--- src/rtl/rps_round_judge.sv ---
// Round judge for the rock-paper-scissors slave: drives the game state bus,
// latches player/computer moves, scores each round and tracks the match.
module rps_round_judge #(
    parameter int CNT_CYCLES    = 8,
    parameter int RESULT_CYCLES = 4,
    parameter int WIN_TARGET    = 3,
    parameter int SCORE_W       = 3
) (
    input  logic               clk,
    input  logic               rst,
    input  logic               start,
    input  logic               player_valid,
    input  logic [1:0]         player_move,
    input  logic [1:0]         com_move,
    output logic [1:0]         state,
    output logic [1:0]         round_result,
    output logic [1:0]         player_mv_q,
    output logic [1:0]         com_mv_q,
    output logic [SCORE_W-1:0] player_score,
    output logic [SCORE_W-1:0] com_score,
    output logic               match_over,
    output logic               match_winner
);
    typedef enum logic [1:0] {S_IDLE = 2'b00, S_CD = 2'b01, S_REV = 2'b10, S_RES = 2'b11} state_t;

    localparam int CMAX = (CNT_CYCLES > RESULT_CYCLES) ? CNT_CYCLES : RESULT_CYCLES;
    localparam int CW   = (CMAX > 1) ? $clog2(CMAX) : 1;
    localparam logic [SCORE_W-1:0] WT = SCORE_W'(WIN_TARGET);

    state_t             r_state, w_next;
    logic [CW-1:0]      r_cnt;
    logic               r_have;
    logic [1:0]         r_pmv, r_cmv, r_result;
    logic [SCORE_W-1:0] r_pscore, r_cscore;
    logic               r_over, r_winner;
    logic               w_go, w_cd_last, w_res_last;
    logic [1:0]         w_cmv, w_res;
    logic [2:0]         w_sum, w_d;
    logic [SCORE_W-1:0] w_pnext, w_cnext;

    always_ff @(posedge clk) begin
        if (rst) r_state <= S_IDLE;
        else     r_state <= w_next;
    end

    always_comb begin
        w_next = r_state;
        case (r_state)
            S_IDLE: if (start) w_next = S_CD;
            S_CD:   if (r_cnt == '0) w_next = S_REV;
            S_REV:  w_next = S_RES;
            S_RES:  if (r_cnt == '0) w_next = S_IDLE;
            default: w_next = S_IDLE;
        endcase
    end

    always_comb begin
        state      = r_state;
        w_go       = (r_state == S_IDLE) && start;
        w_cd_last  = (r_state == S_CD) && (r_cnt == '0);
        w_res_last = (r_state == S_RES) && (r_cnt == '0);
    end

    // An invalid computer move counts as rock; no player move forfeits the round.
    always_comb begin
        w_cmv = (r_cmv == 2'b11) ? 2'b00 : r_cmv;
        w_sum = {1'b0, r_pmv} + 3'd3 - {1'b0, w_cmv};
        w_d   = (w_sum >= 3'd3) ? w_sum - 3'd3 : w_sum;
        if (!r_have)         w_res = 2'b10;
        else if (w_d == 3'd0) w_res = 2'b11;
        else if (w_d == 3'd1) w_res = 2'b01;
        else                  w_res = 2'b10;
        w_pnext = r_pscore + 1'b1;
        w_cnext = r_cscore + 1'b1;
    end

    always_ff @(posedge clk) begin
        if (rst) begin
            r_cnt    <= '0;
            r_have   <= 1'b0;
            r_pmv    <= 2'b11;
            r_cmv    <= 2'b11;
            r_result <= 2'b00;
            r_pscore <= '0;
            r_cscore <= '0;
            r_over   <= 1'b0;
            r_winner <= 1'b0;
        end else begin
            case (r_state)
                S_IDLE: if (w_go) begin
                    r_cnt    <= CW'(CNT_CYCLES - 1);
                    r_result <= 2'b00;
                    r_have   <= 1'b0;
                    r_pmv    <= 2'b11;
                    if (r_over) begin
                        r_pscore <= '0;
                        r_cscore <= '0;
                        r_over   <= 1'b0;
                        r_winner <= 1'b0;
                    end
                end
                S_CD: begin
                    if (player_valid && player_move != 2'b11) begin
                        r_pmv  <= player_move;
                        r_have <= 1'b1;
                    end
                    if (w_cd_last) r_cmv <= com_move;
                    else           r_cnt <= r_cnt - 1'b1;
                end
                S_REV: begin
                    r_result <= w_res;
                    r_cnt    <= CW'(RESULT_CYCLES - 1);
                    if (w_res == 2'b01 && r_pscore != WT) begin
                        r_pscore <= w_pnext;
                        if (w_pnext == WT) begin
                            r_over   <= 1'b1;
                            r_winner <= 1'b0;
                        end
                    end else if (w_res == 2'b10 && r_cscore != WT) begin
                        r_cscore <= w_cnext;
                        if (w_cnext == WT) begin
                            r_over   <= 1'b1;
                            r_winner <= 1'b1;
                        end
                    end
                end
                S_RES: if (!w_res_last) r_cnt <= r_cnt - 1'b1;
                default: ;
            endcase
        end
    end

    assign round_result = r_result;
    assign player_mv_q  = r_pmv;
    assign com_mv_q     = r_cmv;
    assign player_score = r_pscore;
    assign com_score    = r_cscore;
    assign match_over   = r_over;
    assign match_winner = r_winner;
endmodule

--- config.mk ---
export PLATFORM = sky130hd
export DESIGN_NAME = rps_round_judge
export DESIGN_NICKNAME = d
export VERILOG_FILES = /design/src/rtl/rps_round_judge.sv
export SDC_FILE = /design/constraint.sdc
export NUM_CORES = 1
export LEC_CHECK = 0
export ABC_AREA = 1
export CAP_MARGIN = 20
export CORE_MARGIN = 2
export CORE_UTILIZATION = 57
export CTS_BUF_LIST = sky130_fd_sc_hd__clkbuf_8
export DETAILED_ROUTE_END_ITERATION = 8
export PLACE_DENSITY = 0.95
export REMOVE_ABC_BUFFERS = 1
export SYNTH_ARGS = -nofsm -noshare
export SYNTH_HDL_FRONTEND = slang
export SYNTH_SLANG_ARGS = --single-unit
export TNS_END_PERCENT = 30
--- constraint.sdc ---
create_clock -name clk -period 6.4 [get_ports clk]
set_input_delay 0.64 -clock clk [delete_from_list [all_inputs] [get_ports clk]]
set_output_delay 0.64 -clock clk [all_outputs]
set_load 0.01 [all_outputs]
==> impl_results.md <==
* Hold-fix buffers, CTS at 0
* Final ANT Viol Nets at 0
* Post-placement cell count at 224
* Dpl ws at 3.608 ns
* Die ar. at approximately 0.0026 mm^2
* # diodes at 0
* Yosys warns at 0
* Num CTS Buffers at 3
* Vias at 1,254
* Yosys top cell area share at 0.3156
* Internal power at about 0.43 mW
* Avg WL per Cell at roughly 13 um
* Critical Path Source Type: flop
* Number of synthesized flops with an enable pin at 0
* CTS tree: done
* Root Driver: clkbuf_8
* Max cap viols at 0
* Non-Filler Instances at 227
* GRT Total Usage at 0.2601
* Synth async-reset ratio at 0
* Critical-path cell list: inv_1, or2_2, ha_1, fa_1, ha_1, ha_1, o21ai_0, nand2_1, nand2_1, nand3_1, nand2_1, nand2_2, o21ai_1, a21oi_1
* Layout cells sized above 1 at 0.1206
* Ys flop type: dfxtp_1
* Outcome: completed
* Worst path max stage delay at 0.47 ns
* Max Root-Sink Buffers at 2
* HP Class: flop to flop
* Vias in the first global route at 1,252
* Post-CTS Setup Repair Bufs at 0
* Initial antenna violation count at 0
* Nets@finish at 225
* Unrepaired setup endpoints after global routing: no
* Num rows at 17
* Gpl congestion at 0.9387
* DIE HEIGHT at 51.18 um
* IO Pins at 24
* Synth cell count leaders: nand2_1 (29), inv_1 (25), dfxtp_1 (20)
* Mapped Area at 0.001269 mm^2
* Final Util at 0.7292
* Slowest CP cell: fa_1
* Initial core utilization at 0.5906
* Slew @ Worst Pin at ~0.38 ns
* Sw Ratio at 0.4892
* Core outline area at 0.002148 mm^2
* Largest area contributor in the netlist: dfxtp_1
* Setup Total Neg Slack at 0 ns
* Synth top area cells: dfxtp_1 (32%), ha_1 (15%), nand2_1 (8.6%), inv_1 (7.4%), a21oi_1 (7.1%)
* Library cells used by synthesis at 27
* Final setup viols at 0
* Crit Path Class: flop to flop
* Arr. time, crit path at 3.01 ns
* Fin area at 0.001567 mm^2
* Clk sinks at 20
* Leakage power at 0.7043 nW
* Clk slew on worst S/H paths at 0.07 ns
* Final Max Tran Viols at 0
* Final worst-path cycle share at 0.4455
* Logic gate share of total power at 0.645
* PD cells at between 500 and 600 mW/mm^2
* Area growth from synthesis to layout at 23.47%
* First DRT Iteration DRCs at 25
* CP max FO at 5
* DR DRC count at 0
* Die W at 51.18 um
* Routed WL at 2903 um
* Max_slew headroom at 0.7474
* Seq/Total Area, Yosys at 0.3156
* DP Area at around 0.0015 mm^2
* Tmin final at between 2 and 3 ns
* Largest net degree at the start of global routing at 14
* Total power at between 0.8 and 0.9 mW
* Skew-Pair Late Insertion Delay at 0.26 ns
* Vias per cell at about 5.5
* Clk pwr share at 0.101
* Fmax at 350.7 MHz
* Setup crit end kind: flop
* Multi-input logic area at 729.5 um^2
* Drt pass-1 iters at 4
* PortBufs at 23
* FILL cells at 173
* Remaining Overflow, GRT at 0
* First-pass GRT wire length at about 5200 um
* HPWL after DPL at 2291 um
* Post-CTS Resized at 0
* Part of the power in registers at 0.254
* Most frequent cell after synthesis: nand2_1
* Synthesized flop and latch total at 20
* Skew final at 0.0005278 ns
* Min Hold Slack at 0.4807 ns
* Count of final hold-check violations at 0
* Final setup margin at about 3.5 ns
* NetSw at a little over 0.4 mW
* Crit path required time at between 6 and 7 ns
* Register area at 400.4 um^2
* Cells after synthesis at roughly 180
* Syn_area_per_cell at 7.250 um^2
* Maximum VDD drop at ~0.35 mV
* CTS H-tree lvls at 1
-- state kept, by name (all words and copies together) (netlist names), 2 cells and up --
register      count
com_score         3
com_mv_q          2
state             2
r_cnt             3
player_mv_q       2
round_result      2
player_score      3
-- power groups by stage --
stage,clock network [mW],registers [mW],logic (mW)
6_report,0.0839,0.212,0.537
4_1_cts,0.0847,0.211,0.535
2_1_floorplan,0,0.223,0.354
5_1_grt,0.0889,0.219,0.607
3_3_place_gp,0,0.210,0.485
3_5_place_dp,0,0.214,0.529
-- cells by family (layout without fill, tap and decap cells) --
family / after synthesis / count (layout) / synth area share
adders and majority gates: 16 / 16 / 0.1637
buffers and inverters: 36 / 60 / 0.1095
DFF: 20 / 20 / 0.3156
AOI/OAI and AO/OA: 37 / 37 / 0.1667
and+or+nand+nor: 65 / 65 / 0.2377
xor gates and xnor gates: 1 / 1 / 0.006905
-- critical path: cells and delay by family (launching register included) --
kind                     cells  cell delay [ns]
adder cells (fa/ha/maj)      4             1.07
buffers and inverters        1             0.07
AO/OA/AOI/OAI                3             0.45
AND/OR/NAND/NOR              6             0.83
flip-flops                   1             0.33
-- metal layers --
layer,routed length [um],global-route usage,up-vias
met1,1172,0.2815,593
met2,1553,0.4784,42
met5,0,0,-
met3,113,0.03216,9
met4,63,0.1532,0
li1,-,-,610
-- layout by cell type, fill, tap and decap left out, types with 3 or more instances in the layout --
master           Yosys  routed
nand2_2              5       5
nand3_1              7       7
o21ai_1              3       3
inv_1               25      25
o21ai_0             11      11
a21oi_1             18      18
nand2_1             29      29
nand4_1              3       3
dfxtp_1             20      20
ha_1                15      15
inv_2                8       8
clkbuf_8             0       3
nor2_1              13      13
clkdlybuf4s50_1      0      23
-- final timing paths --
kind / start / end / slack (ns) / cells after the start
min: round_result[0] / round_result[0] / 0.48 / 2
max: com_mv_q[0] / player_score[0] / 3.55 / 14
min reg2reg: round_result[0] / round_result[0] / 0.48 / 2
max reg2reg: com_mv_q[0] / player_score[0] / 3.55 / 14
-- final cells by class --
| type | instances | area share |
|---|---|---|
| multi-input combinational | 119 | 0.4657 |
| sequential | 20 | 0.2556 |
| timing repair buffer | 23 | 0.1470 |
| clock buffer | 3 | 0.02636 |
| tap | 28 | 0.02236 |
| inverter | 34 | 0.08307 |
Note: power is estimated with default switching activity, not from simulation.
